$ cat config.mk
export PLATFORM = sky130hd
export DESIGN_NAME = spi_regbank_burst
export DESIGN_NICKNAME = d
export VERILOG_FILES = /design/src/rtl/spi_regbank_burst.sv
export SDC_FILE = /design/constraint.sdc
export NUM_CORES = 1
export LEC_CHECK = 0
export BUFFER_PORTS_ARGS = -buffer_cell sky130_fd_sc_hd__clkbuf_2
export CAP_MARGIN = 20
export CORE_UTILIZATION = 59
export CTS_CLUSTER_DIAMETER = 60
export DETAILED_ROUTE_END_ITERATION = 8
export GPL_ROUTABILITY_DRIVEN = 0
export PLACE_DENSITY_LB_ADDON = 0.05
export SLEW_MARGIN = 10
export SYNTH_ARGS = -nofsm -noshare
export SYNTH_HDL_FRONTEND = slang
export SYNTH_SLANG_ARGS = --single-unit
$ cat constraint.sdc
create_clock -name clk -period 6.78 [get_ports clk]
set_clock_uncertainty 0.2 [all_clocks]
set_input_delay 1.695 -clock clk [delete_from_list [all_inputs] [get_ports clk]]
set_output_delay 1.695 -clock clk [all_outputs]
set_load 0.05 [all_outputs]
$ cat src/rtl/spi_regbank_burst.sv
`timescale 1ns/1ps
// SPI slave register bank: config (RW) and status (RO) words behind a 7-bit address,
// command byte followed by a burst of data words with address auto-increment.
module spi_regbank_burst #(
    parameter int NUM_CFG  = 8,
    parameter int NUM_STAT = 8,
    parameter int WIDTH    = 8,
    parameter int CPOL     = 0
) (
    input  logic                      clk,
    input  logic                      rst,
    input  logic                      ena,
    input  logic                      spi_cs_n,
    input  logic                      spi_clk,
    input  logic                      spi_mosi,
    output logic                      spi_miso,
    output logic                      spi_miso_oe,
    input  logic [NUM_STAT*WIDTH-1:0] stat_regs,
    output logic [NUM_CFG*WIDTH-1:0]  config_regs,
    output logic                      wr_pulse,
    output logic [6:0]                wr_addr
);

    // state | meaning
    // IDLE  | waiting for a CS falling edge while enabled
    // CMD   | shifting in the command byte (rw bit + start address)
    // DATA  | shifting data words, burst continues until CS rises

    localparam int         TOTAL     = NUM_CFG + NUM_STAT;
    localparam logic [6:0] LAST_ADDR = 7'(TOTAL - 1);
    localparam logic [4:0] WORD_LAST = 5'(WIDTH - 1);
    localparam logic       CPOL_BIT  = (CPOL != 0);

    typedef enum logic [1:0] {IDLE, CMD, DATA} state_t;
    state_t state_q, state_d;

    logic [2:0]       cs_sync, sclk_sync;
    logic [1:0]       mosi_sync;
    logic [4:0]       bit_cnt;
    logic [WIDTH-2:0] rx_sh;
    logic [WIDTH-1:0] tx_sh;
    logic [WIDTH-1:0] cfg_q [NUM_CFG];
    logic [WIDTH-1:0] rd_word, word;
    logic [6:0]       addr_q, addr_inc, rd_addr;
    logic [7:0]       cmd_byte;
    logic             skip_q, is_wr;
    logic             mosi_s, cs_fall, cs_high, sclk_rise, sclk_fall, lead, trail, abort;
    logic             cmd_done, word_done, shift_en, cfg_hit;

    // CS synchroniser resets low so a reset during a frame never fakes a falling edge
    always_ff @(posedge clk or posedge rst) begin
        if (rst) begin
            cs_sync   <= 3'b000;
            sclk_sync <= {3{CPOL_BIT}};
            mosi_sync <= 2'b00;
        end else begin
            cs_sync   <= {cs_sync[1:0], spi_cs_n};
            sclk_sync <= {sclk_sync[1:0], spi_clk};
            mosi_sync <= {mosi_sync[0], spi_mosi};
        end
    end

    assign mosi_s    = mosi_sync[1];
    assign cs_fall   = cs_sync[2] & ~cs_sync[1];
    assign cs_high   = cs_sync[1];
    assign sclk_rise = ~sclk_sync[2] & sclk_sync[1];
    assign sclk_fall = sclk_sync[2] & ~sclk_sync[1];
    assign lead      = CPOL_BIT ? sclk_fall : sclk_rise;
    assign trail     = CPOL_BIT ? sclk_rise : sclk_fall;
    assign abort     = cs_high | ~ena;

    assign cmd_byte = {rx_sh[6:0], mosi_s};
    assign word     = {rx_sh, mosi_s};
    assign addr_inc = (addr_q == LAST_ADDR) ? 7'd0 : addr_q + 7'd1;
    assign rd_addr  = (state_q == CMD) ? cmd_byte[6:0] : addr_inc;
    assign cfg_hit  = ({1'b0, addr_q} < 8'(NUM_CFG));
    assign shift_en = lead && !abort && (state_q != IDLE);

    always_comb begin
        rd_word = '0;
        for (int k = 0; k < NUM_CFG; k++)
            if (rd_addr == 7'(k)) rd_word = cfg_q[k];
        for (int k = 0; k < NUM_STAT; k++)
            if (rd_addr == 7'(NUM_CFG + k)) rd_word = stat_regs[k*WIDTH +: WIDTH];
    end

    always_comb begin
        state_d   = state_q;
        cmd_done  = 1'b0;
        word_done = 1'b0;
        unique case (state_q)
            IDLE: if (ena && cs_fall) state_d = CMD;
            CMD: begin
                if (abort) state_d = IDLE;
                else if (lead && bit_cnt == 5'd0) begin
                    cmd_done = 1'b1;
                    state_d  = DATA;
                end
            end
            DATA: begin
                if (abort) state_d = IDLE;
                else if (lead && bit_cnt == 5'd0) word_done = 1'b1;
            end
            default: state_d = IDLE;
        endcase
    end

    always_ff @(posedge clk or posedge rst) begin
        if (rst) begin
            state_q  <= IDLE;
            bit_cnt  <= 5'd0;
            rx_sh    <= '0;
            tx_sh    <= '0;
            skip_q   <= 1'b0;
            is_wr    <= 1'b0;
            addr_q   <= 7'd0;
            wr_pulse <= 1'b0;
            wr_addr  <= 7'd0;
            for (int k = 0; k < NUM_CFG; k++) cfg_q[k] <= '0;
        end else begin
            state_q  <= state_d;
            wr_pulse <= 1'b0;
            if (state_q == IDLE) begin
                bit_cnt <= 5'd7;
                tx_sh   <= '0;
                skip_q  <= 1'b0;
            end
            if (shift_en) begin
                rx_sh   <= word[WIDTH-2:0];
                bit_cnt <= bit_cnt - 5'd1;
            end
            if (cmd_done) begin
                is_wr   <= cmd_byte[7];
                addr_q  <= cmd_byte[6:0];
                bit_cnt <= WORD_LAST;
                tx_sh   <= rd_word;
                skip_q  <= 1'b1;
            end
            if (word_done) begin
                addr_q  <= addr_inc;
                bit_cnt <= WORD_LAST;
                if (is_wr) begin
                    if (cfg_hit) begin
                        wr_pulse <= 1'b1;
                        wr_addr  <= addr_q;
                    end
                end else begin
                    tx_sh  <= rd_word;
                    skip_q <= 1'b1;
                end
            end
            // a freshly loaded word holds its MSB through the first trailing edge
            if (trail && !abort && state_q == DATA) begin
                if (skip_q) skip_q <= 1'b0;
                else        tx_sh  <= tx_sh << 1;
            end
            for (int k = 0; k < NUM_CFG; k++)
                if (word_done && is_wr && addr_q == 7'(k)) cfg_q[k] <= word;
        end
    end

    for (genvar g = 0; g < NUM_CFG; g++) begin : g_cfg_out
        assign config_regs[g*WIDTH +: WIDTH] = cfg_q[g];
    end

    assign spi_miso_oe = (state_q == DATA) && !is_wr;
    assign spi_miso    = spi_miso_oe & tx_sh[WIDTH-1];

endmodule
## Word level (Yosys, flattened, before mapping)

Cells that the tools add are included.

- Flip-flop bits (word level): 111
- Input port bits: 70
- Output and inout port bits: 74
- Word-level logic and storage cells: 135

- Add/subtract/negate cells: 2
- Magnitude comparators: 1
- Equal/unequal tests: 28
- Muxes and demuxes: 48
- Bitwise operators: 9
- Reduce and logical (&&, ||, !) cells: 27

Operators with widths:

| kind | count |
|---|---|
| 2-to-1 mux 8 bit | 22 |
| equality test 7 x 4 -> 1 bit (second input constant) | 9 |
| equality test 7 x 3 -> 1 bit (second input constant) | 8 |
| equality test 7 x 2 -> 1 bit (second input constant) | 4 |
| 2-to-1 mux 7 bit | 4 |
| 2-to-1 mux 5 bit | 4 |
| logical AND 1 bit | 16 |
| equality test 7 x 1 -> 1 bit (second input constant) | 2 |
| logical NOT 7 bit | 2 |
| 2-to-1 mux 1 bit | 13 |
| 2-to-1 mux 2 bit | 4 |
| adder 7 x 1 -> 7 bit (second input constant) | 1 |
| less-than comparator 7 x 4 -> 1 bit (second input constant) | 1 |
| case mux 2 bit (3 select lines) | 1 |
| AND reduction 3 bit | 2 |
| logical NOT 5 bit | 1 |
| subtractor 5 x 1 -> 5 bit (second input constant) | 1 |
| AND 1 bit | 4 |
| != test 2 bit (second input constant) | 2 |
| inverter 1 bit | 4 |
| nonzero test 2 bit | 2 |
| nonzero test 4 bit | 1 |
| != test 3 x 2 -> 1 bit (second input constant) | 1 |
| equality test 2 x 1 -> 1 bit (second input constant) | 1 |
| 4 further kinds | 5 |

## Longest topological paths before layout

- Depth after elaboration: 25
- Depth in mapped cells: 14
- Mapped depth without buffers: 10

## Least setup slack after synthesis

OpenSTA, ideal clock, no wires.

- Path type: flip-flop to output port
- Start point: register state_q[0]
- End point: output spi_miso
- Arrival time: 1.961 ns
- Path slack: 2.924 ns
- Cell stages (with the launch flop): 5
- Buffers on the path: 1
- Cell sequence: dfrtp_1 buf_2 nand2b_1 nor2_1 and2_1

- Cells in the longest elaborated chain, start to end: 3

Ends and longest elaborated chain:

| item | RTL line | text |
|---|---|---|
| from (decl) | 35 | `state_t state_q, state_d;` |
| from (signal assigned) | 121 | `state_q <= state_d;` |
| equality test 2 bit | 166 | `assign spi_miso_oe = (state_q == DATA) && !is_wr;` |
| logical AND 1 bit | 166 |  |
| named net spi_miso_oe | 17 | `output logic spi_miso_oe,` |
| AND 1 bit | 167 | `assign spi_miso = spi_miso_oe & tx_sh[WIDTH-1];` |
| to (decl) | 16 | `output logic spi_miso,` |

The timed path passes the listed nets, and every way through them passes these cells.

## Worst setup path after layout

- Start point: input ena
- End point: register cfg_q (netlist bit config_regs[42])

- Cells in the longest elaborated chain, start to end: 6

Ends and longest elaborated chain:

| item | RTL line | text |
|---|---|---|
| from (decl) | 12 | `input logic ena,` |
| inverter 1 bit | 70 | `assign abort = cs_high \| ~ena;` |
| bitwise OR 1 bit | 70 |  |
| 2-to-1 mux 1 bit | -- |  |
| 2-to-1 mux 1 bit | 91 | `unique case (state_q)` |
| logical AND 1 bit (2 in a row) | 158 | `if (word_done && is_wr && addr_q == 7'(k)) cfg_q[k] <= word;` |
| to (signal, indexed assignment) | 158 |  |
| to (decl) | 42 | `logic [WIDTH-1:0] cfg_q [NUM_CFG];` |

No other way between the ends.
A chain may end at the register's enable or synchronous reset.

==> flow_summary_export.csv <==
group,metric,value,unit
run_status,outcome,"completed",
timing,tns,0,ns
worst_hold_path,whs_path_depth,0,
timing,hold_viol_final,0,
synth,seq_area_frac_synth,45.60,%
pwr,power.density,180.5,nW/um2
synth,yosys_warnings,0,
routing,firstDrtPassIters,5,
global_routing,grt_pass1_wl,29240,um
setup_path,worstSetupPathType,"primary input to flip-flop",
worst_hold_path,hold_path.class,"flip-flop to flip-flop",
floorplanning,die_h,103.6,um
setup_path,crit_fanout,11,
setup_path,r2r-start,"addr_q[0]",
setup_path,critPathMaxStageDelay,0.72,ns
clocking,insertion_delay,0.38,ns
timing,tightest_slew,1.005,ns
floorplanning,num_rows,36,
placed_design,io_buffers,143,
floorplanning,num_io_pins,144,
cells_and_area,final_cell_mix,"143 x clkbuf_2, 111 x dfrtp_1, 73 x mux2_2",
floorplanning,die_area,10730,um2
setup_path,path_cells,"clkbuf_2 -> nand2b_1 -> nor4_4 -> nand3_2 -> nor3_1 -> nand3_1 -> mux2_2",
timing,grt_setup_unrepaired,"no",
global_routing,grt-ovfl-total,0,
worst_hold_path,hold_path.startpoint,"sclk_sync[0]",
worst_hold_path,hold_path_end,"sclk_sync[1]",
synth,synth_seq_cells,111,
clocking,cts_hold_buf,0,
timing,finalCritPeriodShare,61.86,%
setup_path,r2r-end,"tx_sh[2]",
synth,avgSynthCellArea,10.61,um2
cells_and_area,nets,775,
synth,synthDistinctLibCells,74,
clocking,cts_resized,0,
setup_path,worstSetupStartpointType,"primary input",
routing,avgViaCountPerCell,6.516,
placed_design,place_hpwl,13060,um
setup_path,cp_data_arrival_time,4.26,ns
global_routing,grt_pass1_vias,5285,
timing,hold_slack,0.1583,ns
routing,wl,18470,um
timing,relSlewSlack,32.87,%
clocking,tritoncts,"done",
global_routing,grt_max_degree,85,
setup_path,cp.required,6.85,ns
setup_path,cp.depth,7,
job,drv_cap,0,
timing,setup_violations,0,
clocking,cts_buffers,9,
global_routing,grt_usage,35.29,%
synth,synth_edf_count,0,
routing,vias,5460,
timing,finalCriticalPeriod,4.194,ns
clocking,htreeDepth,3,
clocking,clock-root-buffer,"clkbuf_8",
setup_path,path_delay_family,"simple AND/OR/NAND/NOR gates",
setup_path,endpoint_kind,"flip-flop",
pwr,ir_worst_vdd,0.1586,mV
synth,synth_cells,574,
routing,drc,0,
floorplanning,die_w,103.6,um
timing,slew_violations,0,
cells_and_area,fill_cells,746,
clocking,postCtsSetupBuffers,0,
floorplanning,core,9910,um2
routing,drtIter0Drc,583,
global_routing,antenna_found_initial,0,
routing,avgRoutedWirePerCell,22.04,um
clocking,clock_path_buffers,2,
pwr,leakagePower,3.577,nW
setup_path,slowest_stage,"nor3_1",
timing,fmax,0.2384,GHz
synth,synthFlopType,"dfrtp_1",
cells_and_area,drive_gt1_share,38.01,%
setup_path,crit_buf_inv,1,
cells_and_area,antenna_cells,0,
setup_path,worst-r2r-setup-slack,2.61,ns
cells_and_area,layout_commonest_cell,"clkbuf_2",
floorplanning,initial_core_util,61.46,%
setup_path,rr_worst_depth,9,
cells_and_area,syn_to_final_growth,17.75,%
synth,syn_area,6091,um2
synth,synthArstFlopShare,100.0,%
routing,drtAntennaViolNets,0,
clocking,cts_sinks,111,
clocking,path_clk_slew,0.10,ns
synth,syn-num-nets,649,
layout make-up:
cell class / instances / area, um2 / area share [%]
multi-input combinational: 412 / 3084 / 43.00
tap: 133 / 166.4 / 2.320
inverter: 12 / 47.55 / 0.6629
clock buffer: 10 / 137.6 / 1.919
timing repair buffer: 154 / 818.3 / 11.41
sequential: 111 / 2778 / 38.73
clock inverter: 6 / 140.1 / 1.954
metrics by stage:
stage / utilization [%] / setup WS (ns) / total power [mW] / cells / instance area, um2
final: 72.37 / 2.586 / 1.295 / 838 / 7172
after global routing: 72.37 / 2.320 / 1.332 / 838 / 7172
after CTS: 72.02 / 2.646 / 1.295 / 836 / 7137
after detailed placement: 69.22 / 2.264 / 0.7725 / 820 / 6859
after global placement: 69.22 / 2.405 / 0.7700 / 820 / 6859
after floorplan: - / 1.954 / 0.7332 / 574 / 6091
state kept, by name, indices dropped and copies added (netlist names), 2 cells and up:
register / count
addr_q: 7
config_regs: 64
rx_sh: 7
wr_addr: 7
state_q: 2
mosi_sync: 2
sclk_sync: 3
cs_sync: 3
bit_cnt: 5
tx_sh: 8
where the power goes:
part | total, mW | switching, mW | internal [mW]
sequential | 0.676 | 0.0110 | 0.665
clock | 0.531 | 0.235 | 0.296
combinational | 0.0874 | 0.0526 | 0.0348
total | 1.29 | 0.298 | 0.996
per-layer routing:
layer / track usage (%) / vias to the layer above / wire length, um
met1: 49.25 / 2642 / 7726
met5: 0 / - / 0
met3: 7.048 / 44 / 1754
met2: 54.60 / 339 / 8467
li1: - / 2435 / -
met4: 13.04 / 0 / 522
synth_stat cells, types with 5 or more instances:
| master | instances | area share [%] |
|---|---|---|
| nand2_1 | 35 | 2.2 |
| o22ai_1 | 16 | 1.6 |
| nor2_1 | 31 | 1.9 |
| nor3_1 | 12 | 0.99 |
| a31oi_1 | 6 | 0.62 |
| clkbuf_1 | 19 | 1.2 |
| nand3_1 | 9 | 0.74 |
| o21ai_1 | 7 | 0.58 |
| o31ai_1 | 7 | 0.86 |
| o221ai_1 | 5 | 0.72 |
| and3_1 | 5 | 0.51 |
| nand2b_1 | 9 | 0.92 |
| nor2b_1 | 5 | 0.51 |
| mux2_2 | 73 | 13 |
| dfrtp_1 | 111 | 46 |
| ha_1 | 5 | 1.0 |
| o21ai_0 | 25 | 2.1 |
| buf_2 | 12 | 0.99 |
| a21oi_1 | 42 | 3.5 |
| inv_1 | 12 | 0.74 |
| a221oi_1 | 8 | 1.2 |
| a22oi_1 | 13 | 1.6 |
| mux2i_1 | 7 | 1.2 |
kinds of logic (layout without fill, tap and decap cells):
logic type                 Yosys count  in the layout  share of synthesized area (%)
and+or+nand+nor                    133            133                          11.98
adders and majority gates            5              5                          1.027
DFF                                111            111                          45.60
AOI/OAI and AO/OA                  187            187                          21.90
muxes                               82             82                          15.02
buffers and inverters               51            182                          3.759
xor gates and xnor gates             5              5                         0.7191
worst max-delay path by stage:
| stage | startpoint | to | slack, ns |
|---|---|---|---|
| after CTS | ena | config_regs[46] | 2.65 |
| after detailed placement | ena | config_regs[46] | 2.26 |
| after global placement | ena | config_regs[47] | 2.40 |
| final | ena | config_regs[42] | 2.59 |
| after global routing | addr_q[0] | tx_sh[2] | 2.32 |
| after floorplan | rst | addr_q[0] | 1.95 |
(Power assumes the default switching activity.)
